File: src/rtl/bp_clint_ctrl.sv
// Memory-mapped CLINT: owns mtime, per-core mtimecmp and mipi, and raises the
// machine timer/software interrupts. Serves one single-beat 64b request at a time.
module bp_clint_ctrl #(
  parameter int num_core_p    = 1,
  parameter int paddr_width_p = 40,
  parameter int rtc_div_p     = 8
) (
  input  logic                     clk_i,
  input  logic                     reset_i,
  input  logic                     req_v_i,
  output logic                     req_ready_o,
  input  logic                     req_w_i,
  input  logic [paddr_width_p-1:0] req_addr_i,
  input  logic [63:0]              req_data_i,
  output logic                     resp_v_o,
  input  logic                     resp_yumi_i,
  output logic [63:0]              resp_data_o,
  output logic                     resp_err_o,
  output logic [num_core_p-1:0]    software_irq_o,
  output logic [num_core_p-1:0]    timer_irq_o
);

  localparam int PW = (rtc_div_p > 1) ? $clog2(rtc_div_p) : 1;
  localparam logic [PW-1:0] PRESC_LAST = PW'(rtc_div_p - 1);

  localparam logic [paddr_width_p-1:0] MIPI_BASE  = paddr_width_p'(64'h0000_0000_0030_0000);
  localparam logic [paddr_width_p-1:0] CMP_BASE   = paddr_width_p'(64'h0000_0000_0030_4000);
  localparam logic [paddr_width_p-1:0] MTIME_ADDR = paddr_width_p'(64'h0000_0000_0030_bff8);

  typedef enum logic {
    eReady = 1'b0,
    eResp  = 1'b1
  } state_e;

  state_e                  r_state;
  state_e                  w_state_nxt;

  logic [63:0]             r_mtime;
  logic [PW-1:0]           r_presc;
  logic [63:0]             r_mtimecmp [num_core_p];
  logic [num_core_p-1:0]   r_mipi;
  logic [num_core_p-1:0]   r_timer_irq;
  logic [63:0]             r_resp_data;
  logic                    r_resp_err;

  logic [num_core_p-1:0]   w_mipi_sel;
  logic [num_core_p-1:0]   w_cmp_sel;
  logic                    w_mtime_sel;
  logic                    w_err;
  logic [63:0]             w_rdata;
  logic                    w_accept;
  logic                    w_wr;
  logic                    w_tick;

  // Address decode: exact compares only, so unaligned or out-of-range hits fall to error.
  always_comb begin
    w_mipi_sel  = '0;
    w_cmp_sel   = '0;
    w_mtime_sel = (req_addr_i == MTIME_ADDR);
    for (int i = 0; i < num_core_p; i++) begin
      w_mipi_sel[i] = (req_addr_i == (MIPI_BASE + paddr_width_p'(4 * i)));
      w_cmp_sel[i]  = (req_addr_i == (CMP_BASE  + paddr_width_p'(8 * i)));
    end
    w_err = ~((|w_mipi_sel) | (|w_cmp_sel) | w_mtime_sel);
  end

  always_comb begin
    w_rdata = w_mtime_sel ? r_mtime : 64'd0;
    for (int i = 0; i < num_core_p; i++) begin
      if (w_mipi_sel[i]) w_rdata = {63'd0, r_mipi[i]};
      if (w_cmp_sel[i])  w_rdata = r_mtimecmp[i];
    end
  end

  assign w_accept = req_v_i & req_ready_o;
  assign w_wr     = w_accept & req_w_i & ~w_err;
  assign w_tick   = (r_presc == PRESC_LAST);

  always_ff @(posedge clk_i or posedge reset_i) begin
    if (reset_i) r_state <= eReady;
    else         r_state <= w_state_nxt;
  end

  always_comb begin
    w_state_nxt = r_state;
    req_ready_o = 1'b0;
    resp_v_o    = 1'b0;
    case (r_state)
      eReady: begin
        req_ready_o = 1'b1;
        if (req_v_i) w_state_nxt = eResp;
      end
      eResp: begin
        resp_v_o = 1'b1;
        if (resp_yumi_i) w_state_nxt = eReady;
      end
      default: w_state_nxt = eReady;
    endcase
  end

  // A software write to mtime beats a coincident tick and restarts the prescaler.
  always_ff @(posedge clk_i or posedge reset_i) begin
    if (reset_i) begin
      r_mtime <= 64'd0;
      r_presc <= '0;
    end else if (w_wr & w_mtime_sel) begin
      r_mtime <= req_data_i;
      r_presc <= '0;
    end else if (w_tick) begin
      r_mtime <= r_mtime + 64'd1;
      r_presc <= '0;
    end else begin
      r_presc <= r_presc + PW'(1);
    end
  end

  always_ff @(posedge clk_i or posedge reset_i) begin
    if (reset_i) begin
      r_mipi <= '0;
      for (int i = 0; i < num_core_p; i++) r_mtimecmp[i] <= '1;
    end else begin
      for (int i = 0; i < num_core_p; i++) begin
        if (w_wr & w_mipi_sel[i]) r_mipi[i]     <= req_data_i[0];
        if (w_wr & w_cmp_sel[i])  r_mtimecmp[i] <= req_data_i;
      end
    end
  end

  always_ff @(posedge clk_i or posedge reset_i) begin
    if (reset_i) begin
      r_timer_irq <= '0;
    end else begin
      for (int i = 0; i < num_core_p; i++) r_timer_irq[i] <= (r_mtime >= r_mtimecmp[i]);
    end
  end

  // Response captures pre-update register contents at the accept edge.
  always_ff @(posedge clk_i or posedge reset_i) begin
    if (reset_i) begin
      r_resp_data <= 64'd0;
      r_resp_err  <= 1'b0;
    end else if (w_accept) begin
      r_resp_data <= (req_w_i | w_err) ? 64'd0 : w_rdata;
      r_resp_err  <= w_err;
    end
  end

  assign resp_data_o    = r_resp_data;
  assign resp_err_o     = r_resp_err;
  assign software_irq_o = r_mipi;
  assign timer_irq_o    = r_timer_irq;

endmodule

File: config.mk
export PLATFORM = sky130hd
export DESIGN_NAME = bp_clint_ctrl
export DESIGN_NICKNAME = d
export VERILOG_FILES = /design/src/rtl/bp_clint_ctrl.sv
export SDC_FILE = /design/constraint.sdc
export NUM_CORES = 1
export LEC_CHECK = 0
export CAP_MARGIN = 20
export CORE_ASPECT_RATIO = 1.75
export CORE_MARGIN = 5
export CORE_UTILIZATION = 50
export CTS_BUF_LIST = sky130_fd_sc_hd__clkbuf_16
export DETAILED_ROUTE_END_ITERATION = 10
export GPL_TIMING_DRIVEN = 1
export PLACE_DENSITY = 0.76
export SLEW_MARGIN = 20
export SYNTH_ARGS = -nofsm -noshare
export SYNTH_HDL_FRONTEND = slang
export SYNTH_SLANG_ARGS = --single-unit
File: constraint.sdc
create_clock -name clk_i -period 9.9 [get_ports clk_i]
set_input_delay 1.485 -clock clk_i [delete_from_list [all_inputs] [get_ports clk_i]]
set_output_delay 1.485 -clock clk_i [all_outputs]
set_load 0.01 [all_outputs]
==> results.tsv, run 1 <==
metric	value	unit
outcome	finished, final reports clean	
drv.max_cap_violation_count	0	
grt_setup_unrepaired	false	
cp_max_fo	64	
worstHoldStart	r_presc[0]	
layout-drive-gt1-share	0.140	
port-buffer-count	177	
commonest_non_fill_non_tap_cell_in_the_layout	sky130_fd_sc_hd__nand2_1	
global_placement_routability_congestion	0.864	
critical-path-top-cell-by-count	sky130_fd_sc_hd__and4_1	
width_of_the_chip	121	µm
cp-startpoint	req_addr_i[34]	
drtIter0Drc	464	
synth_top_area_frac	0.314	
postSynthCellCount	1096	
worstSetupEndpointType	flip-flop	
cellPowerDensity	121	nW/µm²
critPathSlowestCell	sky130_fd_sc_hd__nand3_4	
grt_pass1_vias	9306	
vias_per_cell	5.72	
power.ir.vdd_worst	0.0000950	V
cts.root.buffer_cell	sky130_fd_sc_hd__clkbuf_16	
start_kind	primary input	
synth_edf_count	0	
worst_clock_skew	0.0106	ns
global_route.overflow_total	0	
worst_ep_arrival_time	4.33	ns
timing.critical_path.max_delay_family	simple AND/OR/NAND/NOR gates	
slew_violations	0	
setup.reg_to_reg.worst_slack	6.80	ns
ant_nets	0	
post_route_utilization	0.627	
crit_path_cell_trace	clkdlybuf4s50_1 -> nor4_1 -> and4_1 -> and2_0 -> and4_1 -> nand3_4 -> mux2_2	
post-route-period-util	0.401	
yosys_warnings	0	
area_growth	24.3	%
crit-reg2reg-capture	r_mtime[52]	
totalWireLength	27.9	mm
postSynthRegisterBits	199	
floorplan.die.height	204	µm
groute.usage.overall	0.234	
pin_count	178	
critical_path.max_stage_delay	0.79	ns
holdPathEnd	r_presc[0]	
setup-tns-final	0	ns
tritoncts	done	
tightest_slew	1.06	ns
detail_route.first_pass.iterations	4	
max-slew-margin-rel	0.291	
cts-buffers-inserted	17	
post_cts_resize_count	0	
ys.flop_type	sky130_fd_sc_hd__dfrtp_1	
cts.sink_count	199	
antenna_found_initial	3	
power.static_leakage	5.93	nW
yosysUniqueCellTypes	49	
synth_top_area_cell	sky130_fd_sc_hd__dfrtp_1	
post-cts-setup-buffers	0	
worst-r2r-cell-count	6	
final-hold-violation-count	0	
row_count	71	
yosysSeqAreaShare	0.471	
synth_nets	1272	
syn_avg_cell_area	9.81	µm²
setup-violations-final	0	
critical_path_required	10.26	ns
area_of_the_die	24600	µm²
routed_wire_length_per_instance	18.4	µm
period_minus_slack	3.97	ns
drcViolationCount	0	
insertion_delay	0.44	ns
min-delay-path-class	flip-flop to flip-flop	
area_of_the_mapped_netlist	10700	µm²
detailedPlacementHpwl	19.5	mm
via_total_after_detailed_routing	8711	
grt_max_degree	118	
holdBufCountCts	0	
hold_crit_depth	1	
critical_path.reg2reg.startpoint	r_mtime[0]	
global_route_wire_length_before_repair	45.9	mm
maxClockFrequency	252	MHz
cts_max_level	4	
coreArea	21300	µm²
cts.clk_slew.worst_paths	0.07	ns
worst_setup_path_type	primary input to flip-flop	
timing.critical_path.buf_inv	1	
layout.cells.most_common_list	sky130_fd_sc_hd__nand2_1 (221), sky130_fd_sc_hd__clkdlybuf4s50_1 (177), sky130_fd_sc_hd__dfrtp_1 (135), sky130_fd_sc_hd__inv_1 (79), sky130_fd_sc_hd__ha_1 (67)	
final_nets	1428	
synthTopCellsByArea	sky130_fd_sc_hd__dfrtp_1 (31%), sky130_fd_sc_hd__dfstp_2 (16%), sky130_fd_sc_hd__ha_1 (7.8%)	
initial_cell_density_of_the_core	0.504	
synthArstFlopShare	1.00	
clock_tree.buffer_depth	2	
per-stage QoR:
stage	worst slack (ns)	power [W]	instance area (µm²)	hold slack, ns	instances
2_1_floorplan	3.10	0.000851	10700	0.415	1096
3_5_place_dp	5.40	0.000913	12700	0.441	1487
5_1_grt	5.81	0.00167	13400	0.473	1522
4_1_cts	5.87	0.00163	13300	0.450	1518
6_report	5.93	0.00162	13400	0.449	1522
3_3_place_gp	5.49	0.000913	12700	0.427	1487
area by class of cell:
type / count / area (µm²)
fillers: 1778 / 7960
flip-flops and latches: 199 / 5060
diodes: 3 / 7.51
multi-input cells: 775 / 5250
repair buffers: 183 / 1830
clock buffers: 17 / 425
clock inverters: 14 / 173
inverters: 76 / 293
well taps: 255 / 319
sequential cells by signal (all words and copies together), names as in the netlist:
register        count
r_mtime            64
r_mtimecmp         64
resp_data_o        64
r_presc             3
r_state             1
resp_err_o          1
software_irq_o      1
timer_irq_o         1
worst max-delay path by stage:
stage / cells past startpoint / to
floorplan: 1 / r_mtime[0]
CTS: 6 / r_mtime[22]
global placement: 6 / r_mtime[20]
finish: 7 / r_mtimecmp[21]
global route: 7 / r_mtimecmp[37]
detailed placement: 6 / r_mtime[22]
Yosys cell counts (2+ instances only):
cell and count:
sky130_fd_sc_hd__mux2_2 65, sky130_fd_sc_hd__or4_1 2, sky130_fd_sc_hd__xor2_1 36, sky130_fd_sc_hd__a211oi_1 3
sky130_fd_sc_hd__nor4_1 12, sky130_fd_sc_hd__ha_1 67, sky130_fd_sc_hd__nor4_4 2, sky130_fd_sc_hd__nand2_1 221
sky130_fd_sc_hd__clkbuf_1 42, sky130_fd_sc_hd__xnor2_1 27, sky130_fd_sc_hd__nor3_1 16, sky130_fd_sc_hd__and3_1 17
sky130_fd_sc_hd__dfstp_2 64, sky130_fd_sc_hd__nand4_1 36, sky130_fd_sc_hd__o21ai_1 9, sky130_fd_sc_hd__buf_2 3
sky130_fd_sc_hd__nand2b_1 3, sky130_fd_sc_hd__nor2b_1 2, sky130_fd_sc_hd__or3_1 2, sky130_fd_sc_hd__and2_1 7
sky130_fd_sc_hd__nand3_1 27, sky130_fd_sc_hd__inv_1 76, sky130_fd_sc_hd__a21o_1 10, sky130_fd_sc_hd__o31ai_1 2
sky130_fd_sc_hd__nor3_2 4, sky130_fd_sc_hd__o21ai_0 60, sky130_fd_sc_hd__a22oi_1 63, sky130_fd_sc_hd__dfrtp_1 135
sky130_fd_sc_hd__mux2i_1 2, sky130_fd_sc_hd__a21oi_1 30, sky130_fd_sc_hd__nor2_1 21, sky130_fd_sc_hd__nor4b_1 2
sky130_fd_sc_hd__and4_1 12
logic make-up after synthesis:
group / after synthesis / share of synthesized area
flops: 199 / 0.471
simple gates: 394 / 0.180
mux: 67 / 0.0700
compound gates: 184 / 0.106
fa+ha+maj: 67 / 0.0780
xor+xnor: 63 / 0.0513
buf+inv: 122 / 0.0437
per-layer routing:
layer | up-vias | routed length [µm] | track usage
li1 | 4134 | - | -
met1 | 4316 | 10800 | 0.261
met2 | 191 | 15200 | 0.430
met3 | 70 | 906 | 0.0338
met4 | 0 | 1030 | 0.113
met5 | - | 0 | 0
power by group:
group / leakage, nW / internal [W] / switching, W / total [W]
logic: 3.11 / 0.0000427 / 0.0000391 / 0.0000818
clock network: 0.303 / 0.000416 / 0.000303 / 0.000720
registers: 2.52 / 0.000815 / 0.000000428 / 0.000815
Power figures use the tool's default switching activity.
==> inputs of run 2 (changes only) <==
==> constraint.sdc (replaced) <==
create_clock -name clk_i -period 3.8 [get_ports clk_i]
set_input_delay 0.57 -clock clk_i [delete_from_list [all_inputs] [get_ports clk_i]]
set_output_delay 0.57 -clock clk_i [all_outputs]
set_load 0.01 [all_outputs]
==> run 2 against run 1 <==
Largest power group unchanged. Flip-flop and latch count stayed put. Non-clock buffer count is 5 higher. Highest routed layer is now met5. Hold slack worse by 0.0093 ns. Register-to-register slack worse by 5.8 ns.
==> results.tsv, run 2 (synthesis results as in run 1) <==
metric	value	unit	change
outcome	finished, final reports clean		unchanged
cts-buffers-inserted	17		unchanged
area_growth	25.3	%	was 24.3%
cts.clk_slew.worst_paths	0.07	ns	about the same
worst_ep_arrival_time	3.16	ns	was 4.33 ns
groute.usage.overall	0.239		was 0.234
floorplan.die.height	204	µm	unchanged
global_route.overflow_total	0		unchanged
start_kind	flip-flop		was primary input
critPathSlowestCell	sky130_fd_sc_hd__nor4_1		was sky130_fd_sc_hd__nand3_4
final-hold-violation-count	0		unchanged
timing.critical_path.max_delay_family	simple AND/OR/NAND/NOR gates		unchanged
holdBufCountCts	0		unchanged
post-cts-setup-buffers	0		unchanged
grt_setup_unrepaired	false		unchanged
min-delay-path-class	primary input to asynchronous set/reset pin		was flip-flop to flip-flop
cellPowerDensity	318	nW/µm²	was 121 nW/µm²
critical_path_required	4.13	ns	was 10.26 ns
cp_max_fo	3		was 64
routed_wire_length_per_instance	18.8	µm	was 18.4 µm
clock_tree.buffer_depth	2		unchanged
totalWireLength	28.6	mm	was 27.9 mm
ant_nets	0		unchanged
layout.cells.most_common_list	sky130_fd_sc_hd__nand2_1 (221), sky130_fd_sc_hd__clkdlybuf4s50_1 (177), sky130_fd_sc_hd__dfrtp_1 (135), sky130_fd_sc_hd__inv_1 (75), sky130_fd_sc_hd__ha_1 (67)		was sky130_fd_sc_hd__nand2_1 (221), sky130_fd_sc_hd__clkdlybuf4s50_1 (177), sky130_fd_sc_hd__dfrtp_1 (135), sky130_fd_sc_hd__inv_1 (79), sky130_fd_sc_hd__ha_1 (67)
instances_no_fill	1526		was 1,522
post_route_utilization	0.631		was 0.627
initial_cell_density_of_the_core	0.504		unchanged
crit_path_cell_trace	inv_1 -> ha_1 -> nand4_1 -> nor4_1 -> nand2_1 -> nor4_1 -> nor4_1 -> o31ai_1		was clkdlybuf4s50_1 -> nor4_1 -> and4_1 -> and2_0 -> and4_1 -> nand3_4 -> mux2_2
critical_path.max_stage_delay	0.62	ns	was 0.79 ns
total_power_consumption_of_the_routed_design	0.00428	W	was 0.00162 W
power.static_leakage	5.97	nW	was 5.93 nW
timing.critical_path.buf_inv	1		unchanged
commonest_non_fill_non_tap_cell_in_the_layout	sky130_fd_sc_hd__nand2_1		unchanged
insertion_delay	0.45	ns	was 0.44 ns
max-slew-margin-rel	0.463		was 0.291
setup-violations-final	0		unchanged
coreArea	21300	µm²	unchanged
width_of_the_chip	121	µm	unchanged
placed_cells_incl_taps	1493		was 1,487
pin_count	178		unchanged
maxClockFrequency	353	MHz	
cts.sink_count	199		unchanged
tritoncts	done		unchanged
detail_route.first_pass.iterations	5		was 4
power.ir.vdd_worst	0.000299	V	was 0.0000950 V
via_total_after_detailed_routing	8714		was 8,711
worstSetupEndpointType	flip-flop		unchanged
setup-tns-final	0	ns	unchanged
post_cts_resize_count	0		unchanged
global_placement_routability_congestion	0.892		was 0.864
grt_max_degree	134		was 118
cts.root.buffer_cell	sky130_fd_sc_hd__clkbuf_16		unchanged
global_route_wire_length_before_repair	46.6	mm	was 45.9 mm
tightest_slew	0.805	ns	was 1.06 ns
worst_setup_path_type	flip-flop to flip-flop		was primary input to flip-flop
final_nets	1433		was 1,428
row_count	71		unchanged
critical-path-top-cell-by-count	sky130_fd_sc_hd__nor4_1		was sky130_fd_sc_hd__and4_1
antenna_found_initial	2		was 3
area_of_the_die	24600	µm²	unchanged
worst_clock_skew	0.0107	ns	was 0.0106 ns
port-buffer-count	177		unchanged
period_minus_slack	2.83	ns	
drv.max_cap_violation_count	0		unchanged
post-route-period-util	0.745		
slew_violations	0		unchanged
drtIter0Drc	473		was 464
grt_pass1_vias	9222		was 9,306
vias_per_cell	5.71		was 5.72
drcViolationCount	0		unchanged
layout-drive-gt1-share	0.147		was 0.140
cts_max_level	4		unchanged
detailedPlacementHpwl	20.3	mm	was 19.5 mm
-- run 2: changes by cell type in the layout (fill, tap and decap cells not counted) --
| cell | before | now |
|---|---|---|
| sky130_fd_sc_hd__diode_2 | 3 | 1 |
| sky130_fd_sc_hd__inv_1 | 79 | 75 |
| sky130_fd_sc_hd__inv_8 | 1 | 0 |
| sky130_fd_sc_hd__clkinvlp_4 | 1 | 2 |
| sky130_fd_sc_hd__inv_6 | 0 | 4 |
| sky130_fd_sc_hd__buf_4 | 5 | 6 |
| sky130_fd_sc_hd__buf_12 | 1 | 5 |
| sky130_fd_sc_hd__clkinv_2 | 1 | 2 |
-- run 2: path summary, 6_finish.rpt --
path | start | end | slack (ns) | cells past startpoint
max | r_mtimecmp[26] | timer_irq_o | 0.97 | 8
min | reset_i | r_mtime[58] | 0.44 | 2
max reg2reg | r_mtimecmp[26] | timer_irq_o | 0.97 | 8
min reg2reg | r_presc[0] | r_presc[0] | 0.44 | 1
max in group asynchronous | reset_i | r_mtime[20] | 2.36 | 3
min in group clk_i | r_presc[0] | r_presc[0] | 0.44 | 1
-- run 2: worst register-to-register path, cell delays in order, from the launching register on --
cell	delay (ns)
sky130_fd_sc_hd__dfstp_2	0.55
sky130_fd_sc_hd__inv_1	0.05
sky130_fd_sc_hd__ha_1	0.31
sky130_fd_sc_hd__nand4_1	0.14
sky130_fd_sc_hd__nor4_1	0.62
sky130_fd_sc_hd__nand2_1	0.19
sky130_fd_sc_hd__nor4_1	0.37
sky130_fd_sc_hd__nor4_1	0.16
sky130_fd_sc_hd__o31ai_1	0.33
-- run 2: per-stage QoR --
stage / hold WS [ns] / instance area [µm²] / setup slack (ns)
after floorplan: 0.415 / 10800 / 0.708
after global placement: 0.426 / 12800 / 0.833
after detailed placement: 0.438 / 12800 / 0.749
after CTS: 0.436 / 13500 / 0.980
after global routing: 0.456 / 13500 / 0.838
final: 0.439 / 13500 / 0.970
-- run 2: routing by layer --
metal | GRT usage | part of all wire | routed length, µm
met1 | 0.266 | 0.38 | 10900
met4 | 0.119 | 0.044 | 1260
met5 | 0 | 0.00045 | 13
met2 | 0.434 | 0.54 | 15500
met3 | 0.0388 | 0.034 | 982
-- run 2: layout make-up --
cell class / count / area (µm²)
Sequential cell: 199 / 5060
Clock buffer: 17 / 425
Inverter: 76 / 289
Multi-Input combinational cell: 775 / 5250
Fill cell: 1776 / 7860
Tap cell: 255 / 319
Antenna cell: 1 / 2.50
Clock inverter: 15 / 198
Timing Repair Buffer: 188 / 1920
-- run 2: power by group --
part           total, W  switching, W  internal (W)  leakage [nW]
clock           0.00194      0.000834       0.00111         0.303
combinational  0.000219      0.000106      0.000113          3.15
sequential      0.00212    0.00000115       0.00212          2.52
==> inputs of run 3 (changes only) <==
--- a/config.mk
+++ b/config.mk
@@ -8,11 +8,11 @@
 export CAP_MARGIN = 20
 export CORE_ASPECT_RATIO = 1.75
 export CORE_MARGIN = 5
-export CORE_UTILIZATION = 50
+export CORE_UTILIZATION = 49
 export CTS_BUF_LIST = sky130_fd_sc_hd__clkbuf_16
 export DETAILED_ROUTE_END_ITERATION = 10
 export GPL_TIMING_DRIVEN = 1
-export PLACE_DENSITY = 0.76
+export PLACE_DENSITY = 0.77
 export SLEW_MARGIN = 20
 export SYNTH_ARGS = -nofsm -noshare
 export SYNTH_HDL_FRONTEND = slang
==> constraint.sdc (replaced) <==
create_clock -name clk_i -period 2.4 [get_ports clk_i]
set_input_delay 0.36 -clock clk_i [delete_from_list [all_inputs] [get_ports clk_i]]
set_output_delay 0.36 -clock clk_i [all_outputs]
set_load 0.01 [all_outputs]
==> run 3 against run 2 <==
Worst setup slack worse by 0.88 ns. Sequential share of layout area down 2.2 points. Maximum frequency up 23%. Global-route usage up 0.70 points. Clock-buffer cell count unchanged. Flip-flop and latch count unchanged. Sequential power up 58%. Clock skew down 0.0019 ns. Final cell count up 7.9%. Critical path type unchanged. Critical endpoint is now r_mtime[16].
==> results.tsv, run 3 (synthesis results as in run 1) <==
metric	value	unit	change
outcome	finished, final reports clean		unchanged
port-buffer-count	177		unchanged
tightest_slew	0.791	ns	was 0.805 ns
seq_area	5060	µm²	unchanged
layout.cells.most_common_list	sky130_fd_sc_hd__nand2_1 (221), sky130_fd_sc_hd__clkdlybuf4s50_1 (177), sky130_fd_sc_hd__dfrtp_1 (135), sky130_fd_sc_hd__inv_1 (78), sky130_fd_sc_hd__buf_4 (76)		was sky130_fd_sc_hd__nand2_1 (221), sky130_fd_sc_hd__clkdlybuf4s50_1 (177), sky130_fd_sc_hd__dfrtp_1 (135), sky130_fd_sc_hd__inv_1 (75), sky130_fd_sc_hd__ha_1 (67)
vias_per_cell	5.55		was 5.71
commonest_non_fill_non_tap_cell_in_the_layout	sky130_fd_sc_hd__nand2_1		unchanged
detailedPlacementHpwl	22.3	mm	was 20.3 mm
cellPowerDensity	464	nW/µm²	was 318 nW/µm²
routed_wire_length_per_instance	18.1	µm	was 18.8 µm
floorplan.die.height	206	µm	was 204 µm
start_kind	flip-flop		unchanged
area_of_the_die	25100	µm²	was 24,600 µm²
setup.reg_to_reg.worst_slack	0.09	ns	was 0.97 ns
max-slew-margin-rel	0.473		was 0.463
groute.usage.overall	0.246		was 0.239
power.ir.vdd_worst	0.000484	V	was 0.000299 V
fillers	1699		was 1,776
drtIter0Drc	465		was 473
worst_clock_skew	0.00883	ns	was 0.0107 ns
cts.root.buffer_cell	sky130_fd_sc_hd__clkbuf_16		unchanged
totalWireLength	29.8	mm	was 28.6 mm
global_route.usage.met3	0.0386		was 0.0388
cts.clk_slew.worst_paths	0.07	ns	about the same
grt_use_met1	0.269		was 0.266
coreArea	21600	µm²	was 21,300 µm²
critical_path.reg2reg.startpoint	r_presc[0]		was r_mtimecmp[26]
slew_violations	0		unchanged
width_of_the_chip	122	µm	was 121 µm
maxClockFrequency	433	MHz	was 353 MHz
global_placement_routability_congestion	0.873		was 0.892
cts-buffers-inserted	17		unchanged
drv.max_cap_violation_count	0		unchanged
critical_path_required	2.76	ns	was 4.13 ns
tritoncts	done		unchanged
global_route.overflow_total	0		unchanged
layout-drive-gt1-share	0.203		was 0.147
worst_ep_arrival_time	2.67	ns	was 3.16 ns
setup-tns-final	0	ns	unchanged
worst_setup_path_type	flip-flop to flip-flop		unchanged
cts_max_level	4		unchanged
cts.sink_count	199		unchanged
grt_max_degree	67		was 134
min-delay-path-class	primary input to asynchronous set/reset pin		unchanged
ant_nets	0		unchanged
cp_max_fo	6		was 3
via_total_after_detailed_routing	9145		was 8,714
grt_pass1_vias	9630		was 9,222
pre_cts_slack	-0.259	ns	was 0.749 ns
clock_tree.buffer_depth	2		unchanged
detail_route.first_pass.iterations	6		was 5
grt-busiest-layer	met2		unchanged
global_route_wire_length_before_repair	48.2	mm	was 46.6 mm
power.static_leakage	6.43	nW	was 5.97 nW
multi_input_comb_area	5300	µm²	was 5250 µm²
insertion_delay	0.44	ns	was 0.45 ns
setup-violations-final	0		unchanged
drcViolationCount	0		unchanged
timing.final.ws_setup	0.0905	ns	was 0.970 ns
worstSetupEndpointType	flip-flop		unchanged
met2_usage	0.440		was 0.434
post-route-period-util	0.962		was 0.745
initial_cell_density_of_the_core	0.498		was 0.504
final_nets	1515		was 1,433
holdBufCountCts	0		unchanged
antenna_found_initial	3		was 2
period_minus_slack	2.31	ns	was 2.83 ns
row_count	71		unchanged
crit-reg2reg-capture	r_mtime[16]		was timer_irq_o
pin_count	178		unchanged
final-hold-violation-count	0		unchanged
area_growth	33.0	%	was 25.3%
worst-r2r-cell-count	8		unchanged
run 3: worst max-delay path by stage:
stage	from	to	cells after the start
3_3_place_gp	req_addr_i[22]	resp_data_o[38]	9
2_1_floorplan	reset_i	r_mtime[0]	1
6_report	r_presc[0]	r_mtime[16]	8
3_5_place_dp	req_addr_i[23]	resp_data_o[14]	9
5_1_grt	r_mtimecmp[2]	timer_irq_o	9
4_1_cts	r_mtimecmp[29]	timer_irq_o	10
run 3: report_power, final:
| group | total (W) | internal (W) | switching [W] |
|---|---|---|---|
| Sequential | 0.00336 | 0.00336 | 0.00000229 |
| Combinational | 0.000367 | 0.000193 | 0.000175 |
| Clock | 0.00290 | 0.00163 | 0.00128 |
| Total | 0.00663 | 0.00518 | 0.00145 |
run 3: area by class of cell:
type | count | area share
diodes | 3 | 0.000525
clock buffers | 17 | 0.0298
clock inverters | 15 | 0.0115
inverters | 76 | 0.0202
multi-input cells | 775 | 0.371
flip-flops and latches | 199 | 0.354
well taps | 292 | 0.0256
repair buffers | 270 | 0.188
run 3: timing repair:
item	in CTS	in global routing
gates cloned	0	0
gates resized for setup	4	8
endpoints found under the setup margin	3	9
setup buffers	1	0
pin swaps	2	5
run 3: layer usage:
| metal | vias to the layer above | wire length [µm] |
|---|---|---|
| met5 | - | 0 |
| met4 | 0 | 1450 |
| met3 | 86 | 1130 |
| met2 | 255 | 16300 |
| met1 | 4488 | 10900 |
| li1 | 4316 | - |
run 3: stage by stage:
step / cell area (µm²) / utilization / power [W] / hold slack (ns) / instances
after floorplan: 10800 / - / 0.00351 / 0.415 / 1096
after global placement: 13600 / 0.631 / 0.00379 / 0.424 / 1611
after detailed placement: 13600 / 0.631 / 0.00379 / 0.436 / 1611
after CTS: 14300 / 0.660 / 0.00670 / 0.328 / 1644
after global routing: 14300 / 0.662 / 0.00685 / 0.354 / 1647
final: 14300 / 0.662 / 0.00663 / 0.326 / 1647
run 3: worst max-delay path, stage by stage, from the launching register on:
cell and delay [ns]:
sky130_fd_sc_hd__dfrtp_1 0.36, sky130_fd_sc_hd__ha_1 0.17, sky130_fd_sc_hd__ha_1 0.32, sky130_fd_sc_hd__and2_1 0.29, sky130_fd_sc_hd__and3_1 0.37, sky130_fd_sc_hd__and2_1 0.29, sky130_fd_sc_hd__nand3_1 0.12, sky130_fd_sc_hd__xor2_1 0.16
sky130_fd_sc_hd__o21ai_0 0.15
